==> config.mk <==
export PLATFORM = sky130hd
export DESIGN_NAME = pipelined_skip_adder
export DESIGN_NICKNAME = d
export VERILOG_FILES = /design/src/rtl/pipelined_skip_adder.sv
export SDC_FILE = /design/constraint.sdc
export NUM_CORES = 1
export LEC_CHECK = 0
export CELL_PAD_IN_SITES_DETAIL_PLACEMENT = 1
export CELL_PAD_IN_SITES_GLOBAL_PLACEMENT = 2
export CORE_ASPECT_RATIO = 1.75
export CORE_MARGIN = 4
export CORE_UTILIZATION = 24
export DETAILED_ROUTE_END_ITERATION = 8
export PLACE_DENSITY_LB_ADDON = 0.1
export SLEW_MARGIN = 15
export SYNTH_ARGS = -nofsm -noshare
export SYNTH_HDL_FRONTEND = slang
export SYNTH_SLANG_ARGS = --single-unit
==> constraint.sdc <==
create_clock -name clk -period 10.3 [get_ports clk]
set_clock_uncertainty 0.05 [all_clocks]
set_input_delay 2.06 -clock clk [delete_from_list [all_inputs] [get_ports clk]]
set_output_delay 2.06 -clock clk [all_outputs]
set_load 0.005 [all_outputs]
==> src/rtl/pipelined_skip_adder.sv <==
// Pipelined carry-skip adder/subtractor with a valid/ready stream interface.
// The N-bit datapath is cut into N/B skip blocks, grouped into P segments of
// S blocks each; pipeline stage k resolves segment k and hands the still
// unprocessed operand bits, the finished low sum bits and its carry onward.
module pipelined_skip_adder #(
    parameter int N = 32,
    parameter int B = 4,
    parameter int P = 2
) (
    input  logic         clk,
    input  logic         rst_n,
    input  logic         in_valid,
    output logic         in_ready,
    input  logic [N-1:0] a,
    input  logic [N-1:0] b,
    input  logic         sub,
    output logic         out_valid,
    input  logic         out_ready,
    output logic [N-1:0] sum,
    output logic         cout,
    output logic         overflow,
    output logic         zero
);

    localparam int S  = N / (B * P);
    localparam int IW = (N > 1) ? $clog2(N) : 1;
    localparam int PW = (P > 1) ? $clog2(P) : 1;

    logic [N-1:0] aPipe_q   [P];
    logic [N-1:0] aPipe_d   [P];
    logic [N-1:0] bPipe_q   [P];
    logic [N-1:0] bPipe_d   [P];
    logic [N-1:0] sumPipe_q [P];
    logic [N-1:0] sumPipe_d [P];
    logic [P-1:0] carryPipe_q;
    logic [P-1:0] carryPipe_d;
    logic [P-1:0] validPipe_q;
    logic [P-1:0] validPipe_d;
    logic         overflow_q;
    logic         overflow_d;
    logic         zero_q;
    logic         zero_d;
    logic         advance;

    // The whole pipe moves as one unit: it shifts unless a finished result is stuck at the output.
    assign advance   = !validPipe_q[P-1] || out_ready;
    assign in_ready  = advance;
    assign out_valid = validPipe_q[P-1];
    assign sum       = sumPipe_q[P-1];
    assign cout      = carryPipe_q[P-1];
    assign overflow  = overflow_q;
    assign zero      = zero_q;

    // Each stage ripples inside its blocks and skips the block carry when every bit propagates.
    always_comb begin
        logic [N-1:0]  opA;
        logic [N-1:0]  opB;
        logic [N-1:0]  partSum;
        logic [IW-1:0] bitIdx;
        logic          carry;
        logic          ripple;
        logic          blkProp;
        logic          pBit;
        logic          gBit;
        logic          carryIntoMsb;
        logic          stageValid;

        opA          = '0;
        opB          = '0;
        partSum      = '0;
        bitIdx       = '0;
        carry        = 1'b0;
        ripple       = 1'b0;
        blkProp      = 1'b0;
        pBit         = 1'b0;
        gBit         = 1'b0;
        carryIntoMsb = 1'b0;
        stageValid   = 1'b0;
        aPipe_d      = aPipe_q;
        bPipe_d      = bPipe_q;
        sumPipe_d    = sumPipe_q;
        carryPipe_d  = carryPipe_q;
        validPipe_d  = validPipe_q;

        for (int k = 0; k < P; k++) begin
            if (k == 0) begin
                opA        = a;
                opB        = sub ? ~b : b;
                partSum    = '0;
                carry      = sub;
                stageValid = in_valid;
            end else begin
                opA        = aPipe_q[PW'(k - 1)];
                opB        = bPipe_q[PW'(k - 1)];
                partSum    = sumPipe_q[PW'(k - 1)];
                carry      = carryPipe_q[PW'(k - 1)];
                stageValid = validPipe_q[PW'(k - 1)];
            end

            for (int j = 0; j < S; j++) begin
                ripple  = carry;
                blkProp = 1'b1;
                for (int i = 0; i < B; i++) begin
                    bitIdx          = IW'((k * S + j) * B + i);
                    pBit            = opA[bitIdx] ^ opB[bitIdx];
                    gBit            = opA[bitIdx] & opB[bitIdx];
                    partSum[bitIdx] = pBit ^ ripple;
                    if (bitIdx == IW'(N - 1)) begin
                        carryIntoMsb = ripple;
                    end
                    ripple  = gBit | (pBit & ripple);
                    blkProp = blkProp & pBit;
                end
                carry = blkProp ? carry : ripple;
            end

            aPipe_d[PW'(k)]     = opA;
            bPipe_d[PW'(k)]     = opB;
            sumPipe_d[PW'(k)]   = partSum;
            carryPipe_d[PW'(k)] = carry;
            validPipe_d[PW'(k)] = stageValid;
        end

        zero_d     = (partSum == '0);
        overflow_d = carryIntoMsb ^ carry;
    end

    // Stage registers: cleared by reset, loaded together on advance, otherwise frozen.
    always_ff @(posedge clk or negedge rst_n) begin
        if (!rst_n) begin
            aPipe_q     <= '{default: '0};
            bPipe_q     <= '{default: '0};
            sumPipe_q   <= '{default: '0};
            carryPipe_q <= '0;
            validPipe_q <= '0;
            overflow_q  <= 1'b0;
            zero_q      <= 1'b0;
        end else if (advance) begin
            aPipe_q     <= aPipe_d;
            bPipe_q     <= bPipe_d;
            sumPipe_q   <= sumPipe_d;
            carryPipe_q <= carryPipe_d;
            validPipe_q <= validPipe_d;
            overflow_q  <= overflow_d;
            zero_q      <= zero_d;
        end
    end

endmodule

## Yosys cells after proc, flatten, opt, wreduce, memory -nomap -nowiden

Index checks and enable logic that the tools add are counted.

| cells by class | value |
|---|---|
| multiplexer cells | 9 |
| reduce and logical (&&, ||, !) cells | 1 |
| bitwise logic cells | 186 |

Operators with widths:

| kind | number |
|---|---|
| AND 1 bit | 88 |
| XOR 1 bit | 65 |
| logical NOT 32 bit | 1 |
| 2-to-1 mux 32 bit | 1 |
| inverter 32 bit | 1 |
| bitwise OR 1 bit | 32 |
| 2-to-1 mux 1 bit | 8 |

| storage, ports and cells | value |
|---|---|
| input port bits | 69 |
| register bits | 83 |
| output and inout port bits | 37 |
| word-level logic and storage cells | 202 |

## Depth between registers and ports, before layout

Gate-level depths: netlist of run 1.

| depth | value |
|---|---|
| depth in word-level cells | 39 |
| depth in mapped cells | 27 |

## Worst setup path after synthesis of run 1

Ideal clock, no wire load.

| timing path | value |
|---|---|
| path type | input to register |
| from | input sub |
| to | register sumPipe_q[47] (netlist name) |
| buffers on the path | 2 |
| setup time | 0.135 ns |
| data required time | 10.115 ns |
| cell stages on the path | 25 |
| slack | 0.587 ns |
| arrival time | 9.528 ns |
| cell sequence | buf_2 buf_2 xor2_1 inv_1 fa_1 fa_1 fa_1 a41oi_2 a21oi_1 fa_1 fa_1 fa_1 fa_1 nand2_1 nand2b_1 fa_1 fa_1 fa_1 fa_1 o22a_2 fa_1 fa_1 fa_1 inv_1 fa_1 |

RTL lines:

| element | RTL line | RTL |
|---|---|---|
| start, declared | 16 | `input logic sub,` |
| end signal, assigned | 141 | `sumPipe_q <= sumPipe_d;` |
| end, declared | 33 | `logic [N-1:0] sumPipe_q [P];` |

==> run metrics, run 1 <==
outcome=finished, final reports clean; Synth area leaders=dfrtp_1 (39%), fa_1 (19%), ha_1 (12%); layout cells sized above 1=0.0432; GRT Total Usage=0.0953; DR vias=1927; Root Driver=clkbuf_16; met3 Use GR=0.0188; post-CTS setup buffers=0; DR DRC count=0; Vias/cell=approximately 3.7; post-synth cell types=26; DPL Wire Length=slightly above 6000 um; CORE AREA=roughly 0.013 mm2; Post-Synthesis Cells=about 280; area share of the largest cell type after synthesis=0.385; Final Max Tran Viols=0; clk slew on worst S/H paths=roughly 0.070 ns; clock tree buffer depth=2; Hold WC Path Type=flop to flop; grt total ovfl=0; Num CTS Buffers=5; antenna violations before repair=0; chip height=~160 um; first-pass GRT wire length=11700 um; worst slew pin tran=between 0.6 and 0.7 ns; GR peak layer=met2; Routability Congestion=0.734; vias in the first global route=2326; Syn Std Cell Area=roughly 0.0033 mm2; starting density of the core=0.246; min Tclk post-route=9.76 ns; total die area=roughly 0.016 mm2; H-Tree Depth=2; cts repair resizes=0; n_diodes=0; Setup WS pre-CTS=0.142 ns; top cells by count, synth=dfrtp_1 (51), inv_1 (49), buf_4 (35); Port Buffers=68; synth warn=0; Post-synth EDFFs=0; Syn-to-layout area delta=26.6%; worst skew pair latency=roughly 0.29 ns; Yosys top cell by area=dfrtp_1; Post-synth top flop=dfrtp_1; ANT nets after route=0; Setup TNS=0 ns; Rows=56; Fin. Hold Viols=0; CP max-delay cell=clkdlybuf4s50_1; Pre-Repair DR Iteration Count=3; RSZ-0062 raised after global routing=false; Worst Slack Setup Final=~0.54 ns; Die Wd=96.8 um; CTS sink count=51; Post-CTS Hold Buffers=0; CP Launch Type=input port; CP Cell Sequence=clkdlybuf4s50_1 > xor2_1 > inv_1 > fa_1 > fa_1 > fa_1 > a41oi_2 > a21oi_1 > fa_1 > fa_1 > fa_1 > fa_1 > nand2_1 > nand2b_1 > fa_1 > fa_1 > fa_1 > fa_1 > o22a_2 > fa_1 > fa_1 > fa_1 > inv_1 > fa_1; Async S/R FF share, synth=1.00; Max-cap violations=0; Critical path buffers and inverters=3; Top delay family on crit path=adder cells; Avg WL per Cell=about 14 um; Seq/Total Area, Yosys=0.385; critical setup path kind=input port to flop; CTS tree=done; Layout Nets=about 480; Slew HR=0.558; count leader, synth=dfrtp_1; io pins=between 100 and 150; final WL=roughly 7100 um; CP max FO=2; largest net degree at the start of global routing=52; fmax=0.102 GHz; Final setup viols=0; Peak VDD IR=0.0524 mV; Mean Syn Cell Area=12.1 um2; WP data arrival=a little under 10 ns; Critical Path RT=between 10 and 15 ns; GR Layer Usage met1=0.0906; Leak=around 2 nW; cell area power density=132 mW/mm2; Yosys reg bits=51; CP endpoint kind=flop; worst stage delay on the critical path=0.47 ns; most used cell, CP=fa_1; Initial DRC Count=29; GR Util met2=0.197; fin crit share=0.947
## flip-flops by register name, indices dropped and copies added, names as in the netlist
name / cells
aPipe_q: 16
overflow: 1
zero: 1
carryPipe_q: 1
sumPipe_q: 16
bPipe_q: 16
## metrics by stage
stage | utilization | instance area, um2 | hold WS [ns] | total power, mW | instances
after global routing | 0.312 | 4200 | 0.508 | 0.602 | 521
after global placement | 0.302 | 4060 | 0.476 | 0.402 | 513
after floorplan | - | 3440 | 0.415 | 0.339 | 308
after detailed placement | 0.302 | 4060 | 0.478 | 0.405 | 513
after CTS | 0.312 | 4200 | 0.480 | 0.570 | 521
final | 0.312 | 4200 | 0.477 | 0.552 | 521
## logic make-up after synthesis
family / after synthesis / synth area share
AOI/OAI and AO/OA: 9 / 0.0227
xor gates and xnor gates: 33 / 0.0895
adders and majority gates: 62 / 0.304
DFF: 51 / 0.385
muxes: 3 / 0.00944
and+or+nand+nor: 27 / 0.0461
other: 2 / 0.00227
buffers and inverters: 88 / 0.141
## metal layers
layer  part of all wire  routed length (um)
met3              0.040                 282
met2               0.62                4440
met4              0.016                 117
met1               0.32                2280
met5                  0                   0
## final timing paths
kind | from | end | slack, ns | depth (start not counted)
hold reg to reg | sumPipe_q[37]$_DFF_PN0_ | zero$_DFF_PN0_ | 0.48 | 3
min in group asynchronous | rst_n | aPipe_q[62]$_DFF_PN0_ | 1.82 | 2
max in group asynchronous | rst_n | aPipe_q[55]$_DFF_PN0_ | 7.91 | 2
setup reg to reg | carryPipe_q[0]$_DFF_PN0_ | zero$_DFF_PN0_ | 2.04 | 26
hold / removal | sumPipe_q[37]$_DFF_PN0_ | zero$_DFF_PN0_ | 0.48 | 3
setup / recovery | b[1] | sumPipe_q[47]$_DFF_PN0_ | 0.54 | 24
## cell type report
class / count / area [um2]
inverter: 49 / 184
clock buffer: 7 / 133
multi-input combinational: 169 / 1700
timing repair buffer: 70 / 686
sequential: 51 / 1280
tap: 174 / 218
clock inverter: 1 / 5.00
fill: 1521 / 9260
## power by group
group | switching, mW | internal (mW) | total (mW)
clock | 0.0706 | 0.0900 | 0.161
sequential | 0.0153 | 0.231 | 0.246
combinational | 0.0737 | 0.0719 | 0.146
## tightest hold or removal path, delay by kind of cell, from the launching register on
family           cells  cell delay [ns]
DFF                  1             0.32
and+or+nand+nor      3             0.17
## layout by cell type, fill, tap and decap left out, drive strengths merged
master,Yosys,routed
nand2b,1,1
nand4,8,8
xor2,33,33
nor4,7,7
mux2,1,1
clkdlybuf4s50,0,66
clkbuf,0,7
clkinv,0,1
a22oi,1,1
and4,1,1
ha,31,31
nand2,4,4
fa,31,31
a211oi,1,1
a21oi,2,2
a41oi,2,2
nand3,1,1
buf,39,4
nor2,4,4
o21ai,2,2
o22a,1,1
dfrtp,51,51
conb,2,35
nor4b,1,1
inv,49,49
mux2i,2,2
No activity file was read; power rests on OpenSTA's default activity.
==> run 2, diff against run 1 <==
--- a/config.mk
+++ b/config.mk
@@ -5,6 +5,7 @@
 export SDC_FILE = /design/constraint.sdc
 export NUM_CORES = 1
 export LEC_CHECK = 0
+export ABC_AREA = 1
 export CELL_PAD_IN_SITES_DETAIL_PLACEMENT = 1
 export CELL_PAD_IN_SITES_GLOBAL_PLACEMENT = 2
 export CORE_ASPECT_RATIO = 1.75
@@ -12,6 +13,7 @@
 export CORE_UTILIZATION = 24
 export DETAILED_ROUTE_END_ITERATION = 8
 export PLACE_DENSITY_LB_ADDON = 0.1
+export SETUP_SLACK_MARGIN = 0.2
 export SLEW_MARGIN = 15
 export SYNTH_ARGS = -nofsm -noshare
 export SYNTH_HDL_FRONTEND = slang
==> run metrics, run 2 <==
NetSw=0.168 mW (+5.2%); Post-synth EDFFs=0 (unchanged); grt total ovfl=0 (unchanged); Root Driver=clkbuf_16; Finished Cell Area=0.00436 mm2 (+3.8%); cell area power density=135 mW/mm2 (+2.6%); antenna violations before repair=0 (unchanged); CP endpoint kind=flop; Avg WL per Cell=13.1 um (-4.2%); FF-to-FF End=zero$_DFF_PN0_; Die Wd=98.5 um (+1.8%); synth warn=0 (unchanged); clock tree buffer depth=2 (unchanged); DR DRC count=0 (unchanged); worst stage delay on the critical path=0.48 ns (about the same); reg-to-reg startpoint=carryPipe_q[0]$_DFF_PN0_; Initial DRC Count=28 (-3.4%); Non-Filler Instances=565 (+8.4%); GRT Total Usage=0.0941 (-0.00129); Layout Nets=519 (+8.8%); overall power of the completed layout=0.588 mW (+6.5%); Pre-Repair DR Iteration Count=4 (+1); post-layout util=0.312 (-0.000359); Routability Congestion=0.701 (-4.5%); Logic pwr share=0.269 (+0.005); hold depth=3 (unchanged); H-Tree Depth=2 (unchanged); WP data arrival=9.78 ns (-0.09 ns); Hold WC Path Type=flop to flop; final WL=7400 um (+3.8%); count leader, synth=inv_1; clock power share=0.314 (+0.023); Final setup viols=0 (unchanged); min Tclk post-route=9.67 ns (-0.0918 ns); total die area=0.0164 mm2 (+3.6%); top cells by count, synth=inv_1 (56), dfrtp_1 (51), buf_4 (36); outcome=finished, final reports clean; Peak VDD IR=0.0611 mV (+17%); Largest regs=aPipe_q (16), bPipe_q (16), sumPipe_q (16); CTS tree=done; Syn-to-layout area delta=26.5% (about the same); Placement Cell Area=0.00418 mm2 (+3.1%); io pins=106 (unchanged); Switching Share=0.285 (-0.00367); RSZ-0062 raised after global routing=false; WHS Endpoint=zero$_DFF_PN0_; DPL Wire Length=6370 um (+5.6%); clk slew on worst S/H paths=0.07 ns (about the same); Setup TNS=0 ns (unchanged); area share of the largest cell type after synthesis=0.371 (-0.0144); cts repair resizes=0 (unchanged); Top delay family on crit path=adder cells; fin crit share=0.938 (-0.00891); placed insts=558 (+8.8%); Leak=2.09 nW (+4.7%); first-pass GRT wire length=12100 um (+3.5%); CORE AREA=0.0140 mm2 (+3.9%); Async S/R FF share, synth=1.00 (unchanged); n_diodes=0 (unchanged); Critical path buffers and inverters=4 (+1); Pint=0.420 mW (+7.1%); Post-CTS Hold Buffers=0 (unchanged); CP max FO=2 (unchanged); Final Max Tran Viols=0 (unchanged); CP Launch Type=input port; starting density of the core=0.246 (about the same); Max-cap violations=0 (unchanged); CTS sink count=51 (unchanged); worst reg-to-reg path cell count=28 (+7.7%); highest-count cells in the layout ignoring fill and taps=clkdlybuf4s50_1 (66), inv_1 (56), dfrtp_1 (51), conb_1 (35), ha_1 (31); Worst Slack Setup Final=0.635 ns (+0.0918 ns); Syn Std Cell Area=0.00344 mm2 (+3.9%); hold_sp=sumPipe_q[42]$_DFF_PN0_; final worst hold slack=0.482 ns (+0.00540 ns); Worst R2R Setup Slack=1.93 ns (-0.11 ns); Post-synth top flop=dfrtp_1; Yosys top cell by area=dfrtp_1; Slew HR=0.630 (+0.0725); commonest non-fill, non-tap cell in the layout=clkdlybuf4s50_1; Port Buffers=68 (unchanged); DR vias=2084 (+8.1%); worst slew pin tran=0.555 ns (-0.109 ns); vias in the first global route=2466 (+6.0%); Num CTS Buffers=5 (unchanged); Seq pwr share=0.416 (-0.030); Critical Path RT=10.41 ns (about the same); ANT nets after route=0 (unchanged); Setup WS pre-CTS=-0.0234 ns (-0.165 ns); layout cells sized above 1=0.0670 (+0.0238); critical setup path kind=input port to flop; Yosys reg bits=51 (unchanged); Synth area leaders=dfrtp_1 (37%), fa_1 (18%), ha_1 (11%); largest net degree at the start of global routing=29 (-44%); post-CTS setup buffers=0 (unchanged); fmax=0.103 GHz (+0.95%); CP max-delay cell=clkdlybuf4s50_1; Post-Synthesis Cells=315 (+15%); post-synth cell types=23 (-12%); Rows=57 (+1.8%); chip height=166 um (+1.8%); Seq/Total Area, Yosys=0.371 (-0.0144); worst skew pair latency=0.29 ns (about the same); Vias/cell=3.69 (-0.27%); Fin. Hold Viols=0 (unchanged); most used cell, CP=fa_1; Mean Syn Cell Area=10.9 um2 (-9.3%)
## run 2: changes by cell type in the layout (fill, tap and decap cells not counted), moves of 4 or more
| cell | previous run | this run |
|---|---|---|
| nand3_1 | 1 | 9 |
| fa_1 | 31 | 27 |
| inv_1 | 49 | 56 |
| nor2_1 | 4 | 17 |
| nor4_1 | 7 | 2 |
| xor2_1 | 32 | 17 |
| nand2_1 | 4 | 25 |
| fa_2 | 0 | 4 |
| xnor2_1 | 0 | 14 |
## run 2: worst max path at each step
stage | from | endpoint | slack, ns | cells after the start
floorplan | sub | sumPipe_q[47]$_DFF_PN0_ | 0.61 | 26
global placement | a[0] | sumPipe_q[47]$_DFF_PN0_ | 0.05 | 27
detailed placement | a[0] | sumPipe_q[47]$_DFF_PN0_ | -0.02 | 27
CTS | a[0] | sumPipe_q[47]$_DFF_PN0_ | 0.28 | 27
global route | a[0] | sumPipe_q[47]$_DFF_PN0_ | 0.25 | 27
finish | a[0] | sumPipe_q[47]$_DFF_PN0_ | 0.63 | 27
## run 2: worst reg2reg max path, delay by kind of cell, from the launching register on
family,cells,cell delay (ns)
DFF,1,0.40
AOI/OAI and AO/OA,2,0.31
buffers and inverters,3,0.20
and+or+nand+nor,7,1.02
adders and majority gates,16,6.29
## run 2: area by class of cell
type	instances	area [um2]
multi-input cells	202	1780
well taps	177	221
inverters	56	210
repair buffers	72	701
fillers	1597	9620
clock buffers	5	125
clock inverters	2	37.5
flip-flops and latches	51	1280
## run 2: logic make-up after synthesis
logic type | synth area share
buf+inv | 0.150
simple gates | 0.0938
fa+ha+maj | 0.293
other cells | 0.00218
compound gates | 0.0116
flops | 0.371
xor+xnor | 0.0789
## run 2: metal layers
metal / GRT usage / vias up / wire (um)
met1: 0.0873 / 1034 / 2340
li1: - / 996 / -
met2: 0.195 / 47 / 4650
met5: 0 / - / 0
met4: 0.0303 / 0 / 92
met3: 0.0184 / 7 / 316
## run 2: power groups by stage
stage / Clock [mW] / Sequential, mW / Combinational, mW
floorplan: 0 / 0.246 / 0.105
global placement: 0 / 0.250 / 0.161
detailed placement: 0 / 0.250 / 0.165
CTS: 0.193 / 0.246 / 0.166
global route: 0.201 / 0.250 / 0.188
finish: 0.185 / 0.245 / 0.158
==> run 3, diff against run 2 <==
--- a/config.mk
+++ b/config.mk
@@ -7,11 +7,12 @@
 export LEC_CHECK = 0
 export ABC_AREA = 1
 export CELL_PAD_IN_SITES_DETAIL_PLACEMENT = 1
-export CELL_PAD_IN_SITES_GLOBAL_PLACEMENT = 2
+export CELL_PAD_IN_SITES_GLOBAL_PLACEMENT = 1
 export CORE_ASPECT_RATIO = 1.75
 export CORE_MARGIN = 4
-export CORE_UTILIZATION = 24
+export CORE_UTILIZATION = 36
 export DETAILED_ROUTE_END_ITERATION = 8
+export GPL_ROUTABILITY_DRIVEN = 1
 export PLACE_DENSITY_LB_ADDON = 0.1
 export SETUP_SLACK_MARGIN = 0.2
 export SLEW_MARGIN = 15
==> run metrics, run 3 (synthesis results as in run 2) <==
commonest non-fill, non-tap cell in the layout=clkdlybuf4s50_1; Rows=47 (-18%); worst stage delay on the critical path=0.47 ns (about the same); most used cell, CP=fa_1; Final Max Tran Viols=0 (unchanged); overall power of the completed layout=0.552 mW (-6.2%); Fin. Hold Viols=0 (unchanged); CP Launch Type=input port; H-Tree Depth=2 (unchanged); post-CTS setup buffers=0 (unchanged); largest net degree at the start of global routing=52 (+79%); CTS tree=done; layout cells sized above 1=0.0571 (-0.00987); antenna violations before repair=0 (unchanged); fin crit share=0.940 (+0.00130); Slew HR=0.573 (-0.0570); Layout Nets=517 (-0.39%); WP data arrival=9.79 ns (about the same); Initial DRC Count=38 (+36%); grt total ovfl=0 (unchanged); placed insts=501 (-10%); io pins=106 (unchanged); Logic pwr share=0.279 (+0.010); RSZ-0062 raised after global routing=false; Root Driver=clkbuf_16; Peak VDD IR=0.0658 mV (+7.7%); Port Buffers=68 (unchanged); worst slew pin tran=0.640 ns (+0.0855 ns); Worst Slack Setup Final=0.622 ns (-0.0133 ns); final WL=6680 um (-9.7%); Top delay family on crit path=adder cells; chip height=137 um (-17%); CTS sink count=51 (unchanged); vias in the first global route=2472 (+0.24%); Post-CTS Hold Buffers=0 (unchanged); highest-count cells in the layout ignoring fill and taps=clkdlybuf4s50_1 (66), inv_1 (56), dfrtp_1 (51), conb_1 (35), ha_1 (31); Syn-to-layout area delta=23.1%; Final setup viols=0 (unchanged); clock power share=0.276 (-0.038); Critical Path RT=10.41 ns (about the same); first-pass GRT wire length=11100 um (-8.5%); Fill cells=1080 (-32%); DR vias=2092 (+0.38%); Max-cap violations=0 (unchanged); Die Wd=81.9 um (-17%); Seq pwr share=0.445 (+0.029); ANT nets after route=0 (unchanged); Critical path buffers and inverters=4 (unchanged); worst skew pair latency=0.29 ns (about the same); CP max FO=2 (unchanged); Pre-Repair DR Iteration Count=3 (-1); DPL Wire Length=5760 um (-9.6%); Num CTS Buffers=5 (unchanged); NetSw=0.158 mW (-5.6%); Leak=2.07 nW (-1.1%); total die area=0.0113 mm2 (-31%); Switching Share=0.287 (+0.00188); cell area power density=130 mW/mm2 (-3.6%); Pint=0.393 mW (-6.4%); Hold WC Path Type=flop to flop; critical setup path kind=input port to flop; CORE AREA=0.00941 mm2 (-33%); n_diodes=0 (unchanged); starting density of the core=0.366 (+0.120); CP max-delay cell=clkdlybuf4s50_1; Vias/cell=4.13 (+12%); GRT Total Usage=0.132 (+0.0377); Largest regs=aPipe_q (16), bPipe_q (16), sumPipe_q (16); clock tree buffer depth=2 (unchanged); DR DRC count=0 (unchanged); Avg WL per Cell=13.2 um (+0.67%); CP endpoint kind=flop; Non-Filler Instances=507 (-10%); fmax=0.103 GHz (-0.14%); Setup WS pre-CTS=-0.0462 ns (-0.0228 ns); min Tclk post-route=9.68 ns (+0.0133 ns); clk slew on worst S/H paths=0.06 ns (about the same); post-layout util=0.450 (+0.139); outcome=finished, final reports clean; Routability Congestion=0.731 (+4.3%)
-- run 3: cell count changes in the layout (fill, tap and decap cells not counted), sizes merged --
cell | previous run | this run
bufinv | 1 | 0
clkinvlp | 1 | 0
clkbuf | 5 | 6
buf | 6 | 4
-- run 3: timing repair --
action	in CTS	in global routing
endpoints found under the hold margin	0	0
endpoints found under the setup margin	0	2
gates resized for setup	0	5
-- run 3: worst paths after layout --
kind | slack, ns | depth (start not counted) | to | from
setup / recovery | 0.62 | 27 | sumPipe_q[47]$_DFF_PN0_ | a[0]
hold / removal | 0.48 | 3 | zero$_DFF_PN0_ | sumPipe_q[35]$_DFF_PN0_
setup reg to reg | 2.10 | 28 | zero$_DFF_PN0_ | carryPipe_q[0]$_DFF_PN0_
hold reg to reg | 0.48 | 3 | zero$_DFF_PN0_ | sumPipe_q[35]$_DFF_PN0_
max in group asynchronous | 7.94 | 2 | bPipe_q[58]$_DFF_PN0_ | rst_n
min in group asynchronous | 1.82 | 2 | aPipe_q[53]$_DFF_PN0_ | rst_n
-- run 3: area by class of cell --
cell class	instances	area, um2	area share
timing repair buffer	70	686	0.162
inverter	56	210	0.0496
clock buffer	6	129	0.0304
tap	122	153	0.0360
multi-input combinational	202	1780	0.421
sequential	51	1280	0.301
-- run 3: metal layers --
metal  share of wire  up-vias  GRT usage
li1                -      993          -
met1            0.31     1047      0.117
met2            0.63       46      0.274
met3           0.040        6     0.0242
met4           0.018        0     0.0499
met5               0        -          0
-- run 3: metrics by stage --
stage          hold slack [ns]  instance area (um2)  TNS [ns]
2_1_floorplan            0.410                 3570         0
3_3_place_gp             0.481                 4100         0
3_5_place_dp             0.479                 4100   -0.0462
4_1_cts                  0.489                 4230         0
5_1_grt                  0.514                 4240         0
6_report                 0.482                 4240         0
-- run 3: power groups by stage --
stage / Sequential, mW / Clock, mW / Combinational (mW)
finish: 0.245 / 0.152 / 0.154
global route: 0.249 / 0.167 / 0.184
CTS: 0.247 / 0.158 / 0.159
detailed placement: 0.250 / 0 / 0.158
global placement: 0.249 / 0 / 0.151
floorplan: 0.246 / 0 / 0.105
-- run 3: worst min-delay path: stages, from the launching register on --
cell and delay, ns:
dfrtp_1 0.32, nor4b_1 0.05, nand2_1 0.08, nor4_1 0.05
